--- src/rtl/ifstmt_stim_pkg.sv ---
// ifstmt_stim_pkg
// Shared types, constants and helper functions for the if-statement
// stimulus driver: FSM state encoding, LFSR taps/seed, LFSR step and
// signature fold.
package ifstmt_stim_pkg;

    typedef enum logic [1:0] {
        IDLE  = 2'd0,
        DRIVE = 2'd1,
        DRAIN = 2'd2,
        DONE  = 2'd3
    } state_t;

    localparam logic [7:0] LFSR_TAPS    = 8'hB8;
    localparam logic [7:0] DEFAULT_SEED = 8'h5A;

    // Galois right-shift LFSR step
    function automatic logic [7:0] lfsr_next(input logic [7:0] cur);
        logic [7:0] nxt;
        if (cur[0]) begin
            nxt = (cur >> 1) ^ LFSR_TAPS;
        end else begin
            nxt = cur >> 1;
        end
        return nxt;
    endfunction

    // One compaction step: rotate left by one, then fold in both terms
    function automatic logic [15:0] sig_fold(input logic [15:0] sig,
                                             input logic [15:0] c_term,
                                             input logic [15:0] r_term);
        return {sig[14:0], sig[15]} ^ c_term ^ r_term;
    endfunction

endpackage

--- src/rtl/ifstmt_stim_driver_lfsr8.sv ---
// lfsr8
// 8-bit LFSR holding the stimulus data sequence. Reset loads SEED (an
// all-zero seed would lock up, so it becomes 8'h01); advance steps it.
// Ports:
//   clk      clock
//   rst_n    asynchronous active-low reset
//   advance  step the sequence at this edge
//   value    current LFSR state
module lfsr8
    import ifstmt_stim_pkg::*;
#(
    parameter logic [7:0] SEED = DEFAULT_SEED
) (
    input  logic       clk,
    input  logic       rst_n,
    input  logic       advance,
    output logic [7:0] value
);

    localparam logic [7:0] RESET_VALUE = (SEED == 8'h00) ? 8'h01 : SEED;

    // LFSR state register; only reset reloads the seed
    always_ff @(posedge clk or negedge rst_n) begin
        if (!rst_n) begin
            value <= RESET_VALUE;
        end else if (advance) begin
            value <= lfsr_next(value);
        end else begin
            value <= value;
        end
    end

endmodule

--- src/rtl/ifstmt_stim_driver.sv ---
// ifstmt_stim_driver
// Plays NUM_VECTORS stimulus vectors (sel = index, data_in = LFSR) into the
// if-statement block on a start request and compacts its responses into a
// 16-bit signature.
// Ports:
//   clk, rst_n                  clock, asynchronous active-low reset
//   start                       run request (only honoured in IDLE)
//   sel, data_in                stimulus outputs
//   dut_data_out, dut_branch_flag  registered responses of the block
//   dut_comb_preview            combinational response of the block
//   busy, done                  run in progress / one-cycle completion pulse
//   vec_count                   vectors issued in current or last run
//   signature                   compacted response
module ifstmt_stim_driver
    import ifstmt_stim_pkg::*;
#(
    parameter int unsigned NUM_VECTORS = 16,
    parameter logic [7:0]  SEED        = DEFAULT_SEED
) (
    input  logic        clk,
    input  logic        rst_n,
    input  logic        start,
    output logic [3:0]  sel,
    output logic [7:0]  data_in,
    input  logic [7:0]  dut_data_out,
    input  logic        dut_branch_flag,
    input  logic [7:0]  dut_comb_preview,
    output logic        busy,
    output logic        done,
    output logic [7:0]  vec_count,
    output logic [15:0] signature
);

    localparam logic [7:0] LAST_COUNT = NUM_VECTORS[7:0];

    state_t      state_r;
    state_t      state_s;
    logic [7:0]  lfsr_s;
    logic        adv_s;
    logic        last_s;
    logic [3:0]  sel_s;
    logic [7:0]  data_s;
    logic [7:0]  cnt_s;
    logic        busy_s;
    logic        done_s;
    logic        comb_en_s;
    logic        resp_en_r;
    logic [15:0] c_term_s;
    logic [15:0] r_term_s;
    logic [15:0] sig_s;

    lfsr8 #(.SEED(SEED)) u_lfsr (
        .clk     (clk),
        .rst_n   (rst_n),
        .advance (adv_s),
        .value   (lfsr_s)
    );

    // All vectors issued once the count reaches the run length
    assign last_s = (vec_count == LAST_COUNT);

    // A vector is on the outputs during every DRIVE cycle
    assign comb_en_s = (state_r == DRIVE);

    // State register
    always_ff @(posedge clk or negedge rst_n) begin
        if (!rst_n) begin
            state_r <= IDLE;
        end else begin
            state_r <= state_s;
        end
    end

    // Next-state logic
    always_comb begin
        state_s = state_r;
        case (state_r)
            IDLE: begin
                if (start) begin
                    state_s = DRIVE;
                end else begin
                    state_s = IDLE;
                end
            end
            DRIVE: begin
                if (last_s) begin
                    state_s = DRAIN;
                end else begin
                    state_s = DRIVE;
                end
            end
            DRAIN:   state_s = DONE;
            DONE:    state_s = IDLE;
            default: state_s = IDLE;
        endcase
    end

    // Next values of the registered outputs and the LFSR advance request
    always_comb begin
        sel_s  = 4'h0;
        data_s = 8'h00;
        cnt_s  = vec_count;
        busy_s = 1'b0;
        done_s = 1'b0;
        adv_s  = 1'b0;
        case (state_r)
            IDLE: begin
                if (start) begin
                    data_s = lfsr_s;
                    cnt_s  = 8'd1;
                    busy_s = 1'b1;
                    adv_s  = 1'b1;
                end else begin
                    busy_s = 1'b0;
                end
            end
            DRIVE: begin
                busy_s = 1'b1;
                if (last_s) begin
                    sel_s  = 4'h0;
                    data_s = 8'h00;
                end else begin
                    // vec_count is the index of the vector issued now; sel wraps mod 16
                    sel_s  = vec_count[3:0];
                    data_s = lfsr_s;
                    cnt_s  = vec_count + 8'd1;
                    adv_s  = 1'b1;
                end
            end
            DRAIN: begin
                done_s = 1'b1;
            end
            DONE: begin
                done_s = 1'b0;
            end
            default: begin
                done_s = 1'b0;
            end
        endcase
    end

    // Next signature: cleared at start, folded whenever either capture is active
    always_comb begin
        c_term_s = comb_en_s ? {8'h00, dut_comb_preview} : 16'h0000;
        r_term_s = resp_en_r ? {dut_data_out, 7'b0000000, dut_branch_flag} : 16'h0000;
        if ((state_r == IDLE) && start) begin
            sig_s = 16'h0000;
        end else if (comb_en_s || resp_en_r) begin
            sig_s = sig_fold(signature, c_term_s, r_term_s);
        end else begin
            sig_s = signature;
        end
    end

    // Output registers; resp_en trails comb_en by one cycle to catch the
    // registered response of the vector presented in the previous cycle
    always_ff @(posedge clk or negedge rst_n) begin
        if (!rst_n) begin
            sel       <= 4'h0;
            data_in   <= 8'h00;
            vec_count <= 8'h00;
            busy      <= 1'b0;
            done      <= 1'b0;
            signature <= 16'h0000;
            resp_en_r <= 1'b0;
        end else begin
            sel       <= sel_s;
            data_in   <= data_s;
            vec_count <= cnt_s;
            busy      <= busy_s;
            done      <= done_s;
            signature <= sig_s;
            resp_en_r <= comb_en_s;
        end
    end

endmodule

--- config.mk ---
export PLATFORM = sky130hd
export DESIGN_NAME = ifstmt_stim_driver
export DESIGN_NICKNAME = d
export VERILOG_FILES = /design/src/rtl/ifstmt_stim_pkg.sv /design/src/rtl/ifstmt_stim_driver_lfsr8.sv /design/src/rtl/ifstmt_stim_driver.sv
export SDC_FILE = /design/constraint.sdc
export NUM_CORES = 1
export LEC_CHECK = 0
export CELL_PAD_IN_SITES_DETAIL_PLACEMENT = 0
export CELL_PAD_IN_SITES_GLOBAL_PLACEMENT = 2
export CORE_MARGIN = 10
export CORE_UTILIZATION = 30
export DETAILED_ROUTE_END_ITERATION = 8
export HOLD_SLACK_MARGIN = 0.15
export PLACE_DENSITY_LB_ADDON = 0.1
export SLEW_MARGIN = 10
export SYNTH_ARGS = -nofsm -noshare
export SYNTH_HDL_FRONTEND = slang
export SYNTH_SLANG_ARGS = --single-unit
--- constraint.sdc ---
create_clock -name clk -period 2.5 [get_ports clk]
set_input_delay 0.625 -clock clk [delete_from_list [all_inputs] [get_ports clk]]
set_output_delay 0.625 -clock clk [all_outputs]
set_load 0.01 [all_outputs]
==> flow_summary_export.csv, run 1 <==
group,metric,value,unit
pwr,p_leak,0.00138,µW
place,dp_hpwl,3.75,mm
floorplanning,die_w,106,µm
clocking,ctsHtreeMaxLevel,2,
worst_setup_path,worstPathRequired,2.75,ns
timing,finalHoldViolCount,0,
job,max_cap_viol_count,0,
place,gp_congestion,0.680,
yosys,synth_ff_type,"dfrtp_1",
layout,area_growth,36.0,%
layout,nets,280,
floorplanning,io_pins,58,
yosys,synth_edf_count,0,
floorplanning,start_util,30.6,%
yosys,synth_compound_area_share,9.76,%
yosys,seq_area_frac_synth,55.8,%
yosys,synth_top_family_by_area,"simple AND/OR/NAND/NOR gates",
clocking,path_clk_slew,0.10,ns
clocking,clock_tree.buffer_depth,2,
global_routing,grt_use_total,9.63,%
yosys,synth-simple-area-share,16.1,%
clocking,clk_latency,0.31,ns
clocking,tritoncts,"built",
clocking,cts_resized,0,
timing,finalSetupViolations,0,
yosys,ys_seq_elements,49,
global_routing,use_met1,12.0,%
worst_setup_path,crit_path_start_kind,"primary input",
status,status,"finished clean",
clocking,ctsHoldBuffers,0,
worst_setup_path,cp_max_fo,17,
worst_setup_path,crit_path_end_kind,"flip-flop",
worst_setup_path,arrival,2.41,ns
timing,skew,0.0106,ns
routing,viasPerCell,4.41,
global_routing,grt_max_degree,22,
layout,diodes,0,
yosys,netlist_instances,196,
floorplanning,num_rows,31,
worst_setup_path,crit_type,"in -> reg",
global_routing,top_usage_layer,"met2",
clocking,postCtsSetupBuffers,0,
timing,tns,0,ns
timing,max_freq,461,MHz
floorplanning,core,7210,µm²
routing,drt_iter0_markers,21,
timing,worst_slew_pin_slew,1.16,ns
yosys,synth_warnings,0,
clocking,cts_root_buf,"clkbuf_8",
yosys,synthAdderAreaFrac,1.14,%
floorplanning,die_area,11200,µm²
global_routing,grtUsageMet3,3.47,%
floorplanning,die_h,106,µm
routing,wl,5.24,mm
place,pre_cts_ws,-0.0121,ns
yosys,avgSynthCellArea,11.2,µm²
yosys,syn-cell-area,2200,µm²
place,numPortBuffers,57,
routing,dr.pass1.iters,4,
timing,period_share,86.7,%
yosys,synthDistinctLibCells,35,
routing,wl_per_cell,14.6,µm
clocking,cts_buffers,5,
global_routing,grt_pass1_vias,1659,
yosys,async_reset_ff_share,100,%
yosys,synth_xor_area_share,9.14,%
yosys,synthMuxAreaShare,5.62,%
timing,drv_slew,0,
global_routing,antenna_found_initial,0,
timing,fin_ws,0.333,ns
timing,relSlewSlack,22.1,%
clocking,cts_sinks,49,
timing,fin_crit,2.17,ns
global_routing,grt_overflow,0,
routing,ant_nets,0,
global_routing,gr-usage-met2,15.1,%
layout,drive_gt1_share,12.7,%
routing,vias,1579,
timing,rsz0062_at_grt,"no",
pwr,ir_drop,0.387,mV
yosys,syn_nets,218,
hold_path,hold_path_class,"in -> async",
global_routing,grt_first_pass_wirelength,8.78,mm
pwr,power_density,1100,nW/µm²
routing,drc,0,
## where the power goes
group	total, µW	internal [µW]	switching [µW]
clock	509	210	299
combinational	1510	793	716
sequential	1270	1030	241
total	3290	2030	1260
## cells in the final DEF (no fill, tap or decap)
master,instances
o31ai_1,2
buf_2,1
mux2i_1,3
a22o_1,8
buf_4,7
xnor2_1,2
and2b_1,1
a31o_2,1
inv_6,1
nor4bb_4,1
and3_1,1
clkbuf_8,5
dfrtp_1,45
and2_1,5
a21boi_4,1
dfstp_2,4
o21ai_0,16
o21ba_2,1
mux2_2,7
clkinv_4,1
o21bai_1,1
nor2_1,6
and4_1,1
nand2_1,39
mux2_4,1
and3b_1,1
ha_1,2
nand3_1,2
nor2b_1,9
inv_8,1
xor2_1,21
nor3_1,1
a21oi_1,1
nand4_1,1
inv_1,2
nor2_8,1
clkdlybuf4s50_1,56
## worst max-delay path, stage by stage
cell             delay, ns
clkdlybuf4s50_1       0.42
o21ba_2               0.21
nor2_1                0.87
a22o_1                0.28
## registers in the layout, indices dropped and copies added, names as in the netlist, named ones only
register / cells
u_lfsr.value: 8
busy: 1
state_r: 1
resp_en_r: 1
signature: 16
sel: 4
done: 1
vec_count: 8
data_in: 8
## area by class of cell
type | count | area (µm²)
clock buffer | 5 | 68.8
clock inverter | 3 | 28.8
sequential | 49 | 1230
inverter | 2 | 7.51
multi-input combinational | 136 | 920
timing repair buffer | 64 | 618
fill | 712 | 4220
tap | 99 | 124
## routing by layer
metal | wire [µm] | vias to the layer above
met4 | 51 | 0
met2 | 2440 | 33
met5 | 0 | -
li1 | - | 776
met1 | 2430 | 766
met3 | 322 | 4
## stage by stage
stage                     hold WS (ns)  cells  util, %  area [µm²]  total power, µW
after floorplan                  0.329    196        -        2200             2130
after global placement           0.496    350     40.2        2900             2830
after detailed placement         0.503    350     40.2        2900             2830
after CTS                        0.221    358     41.6        3000             3360
after global routing             0.218    358     41.6        3000             3560
final                            0.211    358     41.6        3000             3290
## cell families after synthesis
logic type | Yosys count
buf+inv | 11
xor+xnor | 23
fa+ha+maj | 2
simple gates | 69
mux | 11
flops | 49
compound gates | 31
## cells in the mapped netlist (2+ instances only)
cell type,count,area (µm²)
a22o_1,8,70.1
and2_1,5,31.3
buf_2,3,15.0
clkbuf_1,3,11.3
dfrtp_1,45,1130
dfstp_2,4,105
ha_1,2,25.0
inv_1,2,7.51
mux2_2,7,78.8
mux2i_1,3,30.0
nand2_1,39,146
nand3_1,2,10.0
nor2_1,6,22.5
nor2b_1,9,56.3
o21ai_0,16,80.1
o31ai_1,2,15.0
xnor2_1,2,17.5
xor2_1,21,184
## path summary, 6_finish.rpt
path                         startpoint         endpoint  slack, ns  cells after the start
setup / recovery                  start    signature[12]       0.33                      4
hold / removal                    rst_n     signature[4]       0.21                      1
setup reg to reg           vec_count[0]  u_lfsr.value[0]       0.53                      6
hold reg to reg            vec_count[7]     vec_count[7]       0.51                      1
max in group asynchronous         rst_n  u_lfsr.value[4]       1.64                      2
min in group clk           vec_count[7]     vec_count[7]       0.51                      1
Note: power is estimated with default switching activity, not from simulation.
==> run 2, diff against run 1 <==
--- a/config.mk
+++ b/config.mk
@@ -7,7 +7,6 @@
 export LEC_CHECK = 0
 export CELL_PAD_IN_SITES_DETAIL_PLACEMENT = 0
 export CELL_PAD_IN_SITES_GLOBAL_PLACEMENT = 2
-export CORE_MARGIN = 10
 export CORE_UTILIZATION = 30
 export DETAILED_ROUTE_END_ITERATION = 8
 export HOLD_SLACK_MARGIN = 0.15
==> run 2 against run 1 <==
- register-to-register slack gained 0.03 ns
- first-iteration DRC count grew to 2.8 times the previous value
- sequential share of layout area grew 0.10 points
- count of clock-buffer cells in the layout is the same
- critical path type is now reg -> out
- critical endpoint is now vec_count[3]
==> flow_summary_export.csv, run 2 (synthesis results as in run 1) <==
group,metric,value,unit
place,numPortBuffers,57,
pwr,combPwrFrac,44.7,%
worst_setup_path,arrival,1.45,ns
layout,nets,278,
timing,skew,0.00431,ns
clocking,ctsHoldBuffers,0,
pwr,internal-power,2020,µW
global_routing,antenna_found_initial,0,
layout,post_layout_nonfiller_instances,353,
routing,top_layer_used,"met4",
timing,period_share,83.1,%
layout,drive_gt1_share,12.5,%
global_routing,grt_use_total,13.2,%
global_routing,grt_overflow,0,
pwr,power.share.sequential,40.1,%
global_routing,grt_pass1_vias,1540,
worst_setup_path,worstPathRequired,1.88,ns
layout,top_register,"signature",
routing,routed-wl-met2,2.15,mm
layout,layout_commonest_cell,"clkdlybuf4s50_1",
job,max_cap_viol_count,0,
timing,rsz0062_at_grt,"no",
layout,area_growth,35.6,%
timing,finalHoldViolCount,0,
clocking,path_clk_slew,0.09,ns
timing,drv_slew,0,
worst_setup_path,path_cells,"clkdlybuf4s50_1",
layout,layout_common_cells,"clkdlybuf4s50_1, dfrtp_1, nand2_1, xor2_1, o21ai_0",
place,pre_cts_ws,-0.0317,ns
layout,diodes,0,
routing,wl,4.70,mm
routing,viasPerCell,4.42,
timing,max_freq,481,MHz
clocking,clock_tree.buffer_depth,2,
pwr,power_density,1080,nW/µm²
layout,largest_register_ffs,16,
floorplanning,die_area,7700,µm²
worst_setup_path,crit_type,"reg -> out",
floorplanning,num_rows,30,
clocking,ctsHtreeMaxLevel,2,
pwr,p_leak,0.00137,µW
pwr,power_switching,1220,µW
routing,vias,1562,
global_routing,grt_first_pass_wirelength,7.76,mm
pwr,p_sw_share,37.7,%
clocking,cts_resized,0,
worst_setup_path,slowest_delay,0.60,ns
worst_setup_path,crit_buf_inv,1,
routing,drc,0,
clocking,tritoncts,"built",
worst_setup_path,cpMaxStageDelayCell,"clkdlybuf4s50_1",
floorplanning,die_w,87.7,µm
pwr,ir_drop,0.450,mV
routing,drt_iter0_markers,59,
floorplanning,core,6940,µm²
hold_path,hold_path_class,"in -> async",
floorplanning,start_util,31.7,%
floorplanning,die_h,87.7,µm
clocking,postCtsSetupBuffers,0,
status,status,"finished clean",
floorplanning,io_pins,58,
routing,wl_per_cell,13.3,µm
worst_setup_path,cp_max_fo,8,
place,dp_hpwl,3.27,mm
timing,finalSetupViolations,0,
routing,wl_met3,170,µm
pwr,p_total,3240,µW
routing,dr.pass1.iters,4,
worst_setup_path,crit_path_end_kind,"output port",
clocking,clk_latency,0.30,ns
clocking,cts_root_buf,"clkbuf_8",
timing,fin_ws,0.423,ns
timing,worst_slew_pin_slew,0.720,ns
worst_setup_path,crit_path_start_kind,"flip-flop",
routing,wl_met1,2.33,mm
routing,ant_nets,0,
pwr,clockPowerShare,15.3,%
global_routing,grt_max_degree,30,
worst_setup_path,cp_top_family,"buffers and inverters",
clocking,cts_sinks,49,
place,gp_congestion,0.699,
timing,fin_crit,2.08,ns
place,dp_cells,345,
timing,relSlewSlack,52.0,%
clocking,cts_buffers,5,
## run 2: cell types whose count changed in the layout (fill, tap and decap cells not counted)
cell | previous run | this run
nor2_1 | 6 | 5
inv_6 | 1 | 2
clkinvlp_4 | 0 | 1
buf_4 | 7 | 4
clkinv_4 | 1 | 0
inv_8 | 1 | 0
buf_12 | 0 | 1
nor2_2 | 0 | 1
## run 2: worst reg2reg max path: cells and delay by family, from the launching register on
family,cells,cell delay (ns)
buffers and inverters,1,0.11
AOI/OAI and AO/OA,1,0.16
DFF,1,0.44
adders and majority gates,1,0.16
and+or+nand+nor,2,0.61
muxes,1,0.37
## run 2: layout make-up
cell class / count / area, µm²
clock buffer: 5 / 68.8
clock inverter: 3 / 25.0
fill: 673 / 3950
inverter: 2 / 7.51
multi-input combinational: 136 / 922
sequential: 49 / 1230
tap: 96 / 120
timing repair buffer: 62 / 616
## run 2: power by group through the flow
stage	combinational [µW]	sequential, µW	clock (µW)
2_1_floorplan	788	1340	0
3_3_place_gp	1470	1330	0
3_5_place_dp	1460	1320	0
4_1_cts	1470	1310	517
5_1_grt	1610	1350	541
6_report	1450	1300	495
## run 2: worst paths after layout
| kind | to | startpoint | slack (ns) | cells after the start |
|---|---|---|---|---|
| setup / recovery | vec_count[3] | vec_count[3] | 0.42 | 1 |
| hold / removal | signature[3] | rst_n | 0.28 | 1 |
| setup reg to reg | u_lfsr.value[0] | vec_count[0] | 0.56 | 6 |
| hold reg to reg | vec_count[7] | vec_count[7] | 0.52 | 1 |
| max in group asynchronous | u_lfsr.value[4] | rst_n | 1.61 | 2 |
| min in group clk | vec_count[7] | vec_count[7] | 0.52 | 1 |
## run 2: stage by stage
stage | util (%) | instance area [µm²] | hold WS (ns) | setup TNS [ns]
after floorplan | - | 2200 | 0.329 | 0
after global placement | 41.7 | 2890 | 0.506 | 0
after detailed placement | 41.7 | 2890 | 0.510 | -0.179
after CTS | 43.0 | 2990 | 0.296 | 0
after global routing | 43.1 | 2990 | 0.316 | 0
final | 43.1 | 2990 | 0.282 | 0
## run 2: metal layers
| layer | track usage [%] | vias up |
|---|---|---|
| li1 | - | 772 |
| met1 | 18.4 | 749 |
| met2 | 19.9 | 36 |
| met3 | 3.49 | 5 |
| met4 | 4.02 | 0 |
| met5 | 0 | - |
==> run 3, diff against run 2 <==
--- a/config.mk
+++ b/config.mk
@@ -7,7 +7,7 @@
 export LEC_CHECK = 0
 export CELL_PAD_IN_SITES_DETAIL_PLACEMENT = 0
 export CELL_PAD_IN_SITES_GLOBAL_PLACEMENT = 2
-export CORE_UTILIZATION = 30
+export CORE_UTILIZATION = 27
 export DETAILED_ROUTE_END_ITERATION = 8
 export HOLD_SLACK_MARGIN = 0.15
 export PLACE_DENSITY_LB_ADDON = 0.1
==> constraint.sdc (replaced) <==
create_clock -name clk -period 1.8 [get_ports clk]
set_input_delay 0.45 -clock clk [delete_from_list [all_inputs] [get_ports clk]]
set_output_delay 0.45 -clock clk [all_outputs]
set_load 0.01 [all_outputs]
==> run 3 against run 2 <==
- sequential share of layout area shrank 2.3 points
- highest routed layer unchanged
- setup slack worse by 0.37 ns
- sequential cell count is the same
- power rose by 50%
- combinational power is 59% higher
- critical path type unchanged
==> flow_summary_export.csv, run 3 (synthesis results as in run 1) <==
group,metric,value,unit
status,status,"finished clean",
place,dp_cells,366,
layout,drive_gt1_share,19.3,%
timing,fin_crit,1.75,ns
place,placed_area,3010,µm²
layout,top_register,"signature",
worst_setup_path,crit_type,"reg -> out",
clocking,path_clk_slew,0.10,ns
routing,wl_per_cell,13.1,µm
pwr,p_leak,0.00149,µW
timing,finalHoldViolCount,0,
worst_setup_path,slowest_delay,0.56,ns
pwr,p_total,4860,µW
clocking,ctsHtreeMaxLevel,2,
worst_setup_path,arrival,1.30,ns
clocking,cts_root_buf,"clkbuf_8",
timing,finalSetupViolations,0,
routing,drc,0,
layout,area_growth,43.8,%
worst_setup_path,cp_top_family,"buffers and inverters",
routing,vias,1616,
timing,timing.hold.ws,0.512,ns
worst_setup_path,crit_path_start_kind,"flip-flop",
clocking,tritoncts,"built",
clocking,cts_buffers,5,
floorplanning,die_w,92.4,µm
timing,rsz0062_at_grt,"yes",
layout,post_layout_nonfiller_instances,377,
worst_setup_path,cp_max_fo,5,
timing,max_freq,572,MHz
floorplanning,num_rows,32,
global_routing,grt_pass1_vias,1593,
layout,largest_register_ffs,16,
place,gp_congestion,0.692,
layout,nets,296,
pwr,power_density,1530,nW/µm²
routing,ant_nets,0,
global_routing,antenna_found_initial,0,
global_routing,grt_first_pass_wirelength,8.03,mm
pwr,ir_drop,0.591,mV
hold_path,hold_path_class,"reg -> reg",
routing,viasPerCell,4.29,
floorplanning,start_util,28.2,%
routing,wl,4.94,mm
timing,skew,0.00573,ns
worst_setup_path,path_cells,"clkdlybuf4s50_1",
routing,drt_iter0_markers,27,
timing,relSlewSlack,76.0,%
worst_setup_path,crit_buf_inv,1,
timing,worst_slew_pin_slew,0.360,ns
layout,layout_commonest_cell,"clkdlybuf4s50_1",
global_routing,grt_overflow,0,
worst_setup_path,r2r_setup_slack,0.10,ns
layout,diodes,0,
global_routing,grt_use_total,12.1,%
place,numPortBuffers,57,
clocking,clk_latency,0.30,ns
worst_setup_path,cpMaxStageDelayCell,"clkdlybuf4s50_1",
floorplanning,die_area,8530,µm²
clocking,cts_sinks,49,
global_routing,grt_max_degree,50,
floorplanning,die_h,92.4,µm
timing,period_share,97.1,%
floorplanning,io_pins,58,
routing,dr.pass1.iters,4,
clocking,clock_tree.buffer_depth,2,
place,dp_hpwl,3.35,mm
worst_setup_path,worstPathRequired,1.35,ns
job,max_cap_viol_count,0,
floorplanning,core,7810,µm²
timing,tns,0,ns
layout,stdcell_area,3170,µm²
layout,layout_common_cells,"clkdlybuf4s50_1, dfrtp_1, nand2_1, xor2_1, buf_4",
worst_setup_path,crit_path_end_kind,"output port",
timing,drv_slew,0,
run 3: changes by cell type in the layout (fill, tap and decap cells not counted), sizes merged:
cell,delta
buf,+16
clkdlybuf4s50,-3
dlymetal6s2s,+3
inv,-2
bufinv,+1
clkinv,+1
dlygate4sd3,+1
nor2,+1
run 3: power by group:
group          switching (µW)  internal [µW]  leakage, µW
logic                    1050           1270     0.000828
clock network             390            416    0.0000543
registers                 307           1430     0.000611
total                    1740           3120      0.00149
run 3: path summary, 6_finish.rpt:
path                       cells after the start               to          from
max                                            1     vec_count[2]  vec_count[2]
min                                            1     vec_count[7]  vec_count[7]
max reg2reg                                    6  u_lfsr.value[2]  vec_count[1]
min reg2reg                                    1     vec_count[7]  vec_count[7]
max in group asynchronous                      3  u_lfsr.value[1]         rst_n
min in group asynchronous                      3       data_in[0]         rst_n
run 3: final cells by class:
| type | instances | area [µm²] |
|---|---|---|
| Fill cell | 791 | 4640 |
| Clock inverter | 3 | 46.3 |
| Multi-Input combinational cell | 137 | 933 |
| Timing Repair Buffer | 79 | 753 |
| Sequential cell | 49 | 1230 |
| Inverter | 2 | 7.51 |
| Tap cell | 102 | 128 |
| Clock buffer | 5 | 68.8 |
run 3: repair_timing:
item	4_1_cts	5_1_grt
hold buffers	1	0
pin swaps	0	3
cloned	0	1
buffers inserted	0	1
resized for setup	2	6
endpoints found under the setup margin	2	11
hold endpoints to repair	45	0
run 3: through the flow:
| stage | setup slack (ns) | utilization (%) |
|---|---|---|
| after floorplan | 0.0633 | - |
| after global placement | -0.0383 | 38.6 |
| after detailed placement | -0.0310 | 38.6 |
| after CTS | 0.0240 | 40.2 |
| after global routing | -0.0153 | 40.6 |
| final | 0.0516 | 40.6 |
run 3: layer usage:
metal / track usage (%) / routed length, µm / vias up
met2: 19.1 / 2330 / 34
li1: - / - / 809
met1: 16.6 / 2350 / 768
met3: 2.96 / 207 / 5
met4: 3.13 / 47 / 0
met5: 0 / 0 / -
==> edit 1 (flow settings as in run 1) <==
Change the parameter `NUM_VECTORS` from 16 to 15.
--- a/src/rtl/ifstmt_stim_driver.sv
+++ b/src/rtl/ifstmt_stim_driver.sv
@@ -15,5 +15,5 @@
     import ifstmt_stim_pkg::*;
 #(
-    parameter int unsigned NUM_VECTORS = 16,
+    parameter int unsigned NUM_VECTORS = 15,
     parameter logic [7:0]  SEED        = DEFAULT_SEED
 ) (
Behaviour: same outputs for any inputs over 10 cycles, from zero or initial values and one cycle with rst_n low; that may be too few to reach the edited logic, so the function may still have changed.
==> edit 1 against run 1 <==
- first-iteration DRC count grew 38%
- combinational power up 28%
- sequential share of layout area up 0.17 points
- critical endpoint is now signature[13]$_DFFE_PN0P_
- via count rose by 1.3%
- count of clock-buffer cells in the layout unchanged
- synthesized cell count is 5.1% higher
- synthesized area up 0.51%
- power is 21% higher
- largest cell class unchanged
- sequential cell count did not move
- routed wire length up 0.95%
- register-to-register slack lost 0.24 ns
- worst setup slack worse by 0.062 ns
- cell area down 0.42%
==> edit 1: results (changes against run 1) <==
Run status
  – Run status: complete, no violations

Placed design
  – Gpl congestion: 0.6903 (+1.5%)
  – Area after detailed placement: 2895 um2 (-0.17%)
  – DP Cell Count: 356 (+1.7%)
  – Placement Setup Slack: -0.07731 ns (-0.06517 ns)
  – Detailed-placement wirelength estimate: 3616 um (-3.7%)

GRT
  – Via count of the first global-routing pass: 1775 (+7.0%)
  – Maximum number of pins on one net before global-route repair: 29 (+32%)
  – Global Route Usage Sum: 9.708% (+0.075 points)
  – First-pass GRT wire length: 9032 um (+2.8%)

Cells and area
  – Number of diodes: 0 (unchanged)
  – # fillers: 737 (+3.5%)
  – Layout cells sized above 1: 9.434% (-3.3 points)

Power
  – Switching fraction of total power: 37.26% (-0.95 points)
  – Leakage power: 0.001313 uW (-4.9%)
  – Peak supply drop: 0.0005432 V (+40%)

Detailed routing
  – Wire length after detailed routing: 5286 um (+0.95%)
  – Total via count after detailed routing: 1599 (+1.3%)
  – WL/cell: 14.52 um (-0.71%)

Timing
  – Worst relative slew slack: 23.29% (+1.2 points)

Critical path
  – Worst reg-to-reg setup slack: 0.29 ns (-0.24 ns)
  – Arrival time worst endpoint: 2.47 ns (+0.06 ns)
  – Reg-to-reg critical path startpoint: vec_count[5]$_DFFE_PN0P_

Yosys
  – Synthesized instance count: 206 (+5.1%)
  – Portion of the post-synthesis area used by sequential elements: 55.56% (-0.28 points)
  – Synth unique cells: 34 (-2.9%)
  – Area share of fa/ha/maj cells after synthesis: 0.5647% (-0.57 points)
  – Fraction of the mapped netlist area in compound gates: 11.52% (+1.8 points)
edit 1: cell count changes after synthesis, sizes merged, moves of 3 or more:
cell and change:
a21oi +4, and2 +9, clkbuf +3, mux2 -3
nor2b -6, nor3 +4
edit 1: logic make-up (layout without fill, tap and decap cells):
logic type	after synthesis	in the layout
AND/OR/NAND/NOR	79	79
adder cells (fa/ha/maj)	1	1
buffers and inverters	10	69
AO/OA/AOI/OAI	38	38
XOR/XNOR	23	23
flip-flops	49	49
multiplexers	6	6
edit 1: worst max path at each step:
stage          cells past startpoint                          end  slack [ns]
2_1_floorplan                      5  u_lfsr.value[0]$_DFFE_PN0P_        0.51
5_1_grt                            5     signature[7]$_DFFE_PN0P_        0.09
6_report                           4    signature[13]$_DFFE_PN0P_        0.27
3_3_place_gp                       4    signature[10]$_DFFE_PN0P_       -0.08
4_1_cts                            4    signature[12]$_DFFE_PN0P_        0.23
3_5_place_dp                       4    signature[12]$_DFFE_PN0P_       -0.08
edit 1: layout make-up:
type	count	area (um2)	share of cell area [%]
sequential	49	1231	41.24
multi-input combinational	147	932.1	31.22
timing repair buffer	61	608.1	20.37
tap	99	123.9	4.149
clock buffer	5	68.82	2.305
clock inverter	3	21.27	0.7125
edit 1: power by group through the flow:
stage	Sequential (uW)	Clock, uW	Combinational, uW
2_1_floorplan	1600	0	1090
3_3_place_gp	1570	0	1980
3_5_place_dp	1570	0	1970
4_1_cts	1560	504	1990
5_1_grt	1620	541	2170
6_report	1540	485	1940
edit 1: routing by layer:
layer / GRT usage [%] / routed length, um / part of all wire (%)
met3: 3.502 / 313 / 5.9
met1: 12.06 / 2512 / 48
met4: 2.611 / 63 / 1.2
met5: 0 / 0 / 0
met2: 15.59 / 2397 / 45
==> edit 2 (config.mk and constraints of run 1) <==
Without the edit above. Reset style: synchronous (`rst_n`), changed in 3 clocked blocks. Comments in the files are not updated.
--- a/src/rtl/ifstmt_stim_driver_lfsr8.sv
+++ b/src/rtl/ifstmt_stim_driver_lfsr8.sv
@@ -21,5 +21,5 @@
 
     // LFSR state register; only reset reloads the seed
-    always_ff @(posedge clk or negedge rst_n) begin
+    always_ff @(posedge clk) begin
         if (!rst_n) begin
             value <= RESET_VALUE;
--- a/src/rtl/ifstmt_stim_driver.sv
+++ b/src/rtl/ifstmt_stim_driver.sv
@@ -64,5 +64,5 @@
 
     // State register
-    always_ff @(posedge clk or negedge rst_n) begin
+    always_ff @(posedge clk) begin
         if (!rst_n) begin
             state_r <= IDLE;
@@ -155,5 +155,5 @@
     // Output registers; resp_en trails comb_en by one cycle to catch the
     // registered response of the vector presented in the previous cycle
-    always_ff @(posedge clk or negedge rst_n) begin
+    always_ff @(posedge clk) begin
         if (!rst_n) begin
             sel       <= 4'h0;
Formal check against the unedited RTL: differs if rst_n is asserted again (counterexample within 4 cycles, from zero or initial values and one cycle with rst_n low); with rst_n held inactive, the same outputs for 10 cycles.
==> edit 2 against run 1 <==
- worst setup slack improved by 0.15 ns
- worst hold slack improved by 0.26 ns
- routed wire length increased by 2.8%
- sequential cell count unchanged
- synthesized cell count increased by 18%
- synthesized area decreased by 5.4%
- core utilization increased by 1.1 points
- cell area decreased by 3.8%
- critical path type is now register to output pin
- highest routed layer unchanged
Power is not compared: it rests on default switching activity, and its combinational part moved more than twofold at a synthesized area within 25%.
==> edit 2: results (changes against run 1) <==
Detailed routing
  – Drt first-iter violations: 38 (+81%)
  – Vias/cell: 4.813 (+9.1%)
  – WL/cell: 14.39 um (-1.6%)
  – DR pass1 iterations: 4 (unchanged)

Critical path
  – Gate family responsible for the most delay along the worst path: buffers and inverters
  – CP Max Fanout: 8 (-9)
  – Arrival time worst endpoint: 1.39 ns (-1.02 ns)
  – Crit path largest cell delay: 0.60 ns (-0.27 ns)
  – Critical-path cell with the highest stage delay: clkdlybuf4s50_1

Yosys
  – Synth unique cells: 38 (+8.6%)
  – Share of the synthesized netlist area taken by xor and xnor gates: 2.521% (-6.6 points)
  – Synth async-reset ratio: 0% (-100 points)
  – Count of flip-flops with a built-in enable after synthesis: 0 (unchanged)
  – Synthesized instance count: 232 (+18%)
  – Top_reg_cell synth: dfxtp_1
  – Cell types occupying the most area after synthesis: dfxtp_1 47%, a21oi_1 7.7%, nand2_1 3.8%
  – Fraction of the mapped netlist area in compound gates: 19.99% (+10 points)
  – Fraction of synthesized area in multiplexers: 1.921% (-3.7 points)
  – Area share of fa/ha/maj cells after synthesis: 1.200% (+0.065 points)
  – Most used standard cells in the synthesized netlist: 49 x dfxtp_1, 32 x a21oi_1, 21 x nand2_1, 18 x nor2_1
  – Total nets after synthesis: 254 (+17%)
  – Portion of the post-synthesis area used by sequential elements: 47.06% (-8.8 points)

GRT
  – Global Route Usage Sum: 10.47% (+0.84 points)
  – First-pass GRT wire length: 8880 um (+1.1%)
  – Via count of the first global-routing pass: 1769 (+6.6%)
  – Number of antenna violations at the first check in global routing: 0 (unchanged)
  – Maximum number of pins on one net before global-route repair: 24 (+9.1%)

Run status
  – Run status: complete, no violations

Clocking
  – Maximum number of buffers from clock root to sink: 2 (unchanged)
  – Num CTS Buffers: 5 (unchanged)

Placed design
  – Gpl congestion: 0.7101 (+4.4%)
  – Placement Setup Slack: 0.4307 ns (+0.4428 ns)
  – Total of buffers placed on input and output ports: 57 (unchanged)
  – Detailed-placement wirelength estimate: 3957 um (+5.4%)

Cells and area
  – Layout cells sized above 1: 10.88% (-1.9 points)
  – Post-Layout Cell Count: 374 (+4.5%)
  – # fillers: 696 (-2.2%)
  – Layout Nets: 315 (+13%)
  – Biggest register: signature

Timing
  – Post-route clock skew: 0.01129 ns (+0.0007354 ns)
  – Worst relative slew slack: 68.23% (+46 points)

Worst hold path
  – Classification of the worst-slack hold path: register to register

Power
  – Leakage power: approximately 0.0011 uW
==> edit 2: cells by family after synthesis <==
group,after synthesis
buffers and inverters,20
and+or+nand+nor,86
DFF,49
xor gates and xnor gates,6
muxes,4
AOI/OAI and AO/OA,65
adders and majority gates,2
==> edit 2: per-layer routing <==
metal,vias to the layer above,global-route usage (%),part of all wire (%)
met3,4,4.518,8.1
met4,0,3.209,0.99
met5,-,0,0
met2,37,16.13,45
met1,824,12.90,46
li1,935,-,-
==> edit 2: through the flow <==
step           cell area [um2]  power [uW]
6_report                  2885        1712
4_1_cts                   2885        1745
2_1_floorplan             2085        1026
3_5_place_dp              2770        1160
5_1_grt                   2885        1806
3_3_place_gp              2770        1160
==> edit 2: layout make-up <==
| cell class | count | area, um2 | area share [%] |
|---|---|---|---|
| clock buffers | 5 | 68.82 | 2.385 |
| well taps | 80 | 100.1 | 3.469 |
| multi-input cells | 163 | 1021 | 35.39 |
| inverters | 8 | 30.03 | 1.041 |
| repair buffers | 66 | 638.1 | 22.12 |
| clock inverters | 3 | 46.29 | 1.605 |
| flip-flops and latches | 49 | 980.9 | 34.00 |
==> edit 2: path summary, 6_finish.rpt <==
check / start / endpoint / slack, ns / depth (start not counted)
hold reg to reg: u_lfsr.value[2]$_SDFFE_PN0P_ / u_lfsr.value[2]$_SDFFE_PN0P_ / 0.47 / 2
setup / recovery: vec_count[4]$_SDFFE_PN0P_ / vec_count[4] / 0.48 / 1
setup reg to reg: vec_count[0]$_SDFFE_PN0P_ / u_lfsr.value[0]$_SDFFE_PN0P_ / 0.75 / 7
hold / removal: u_lfsr.value[2]$_SDFFE_PN0P_ / u_lfsr.value[2]$_SDFFE_PN0P_ / 0.47 / 2
==> edit 2: power by group through the flow <==
stage                     Sequential (uW)  Clock, uW  Combinational [uW]
after floorplan                       884          0                 141
after global placement                881          0                 280
after detailed placement              880          0                 280
after CTS                             862        601                 282
after global routing                  869        629                 308
final                                 861        574                 277
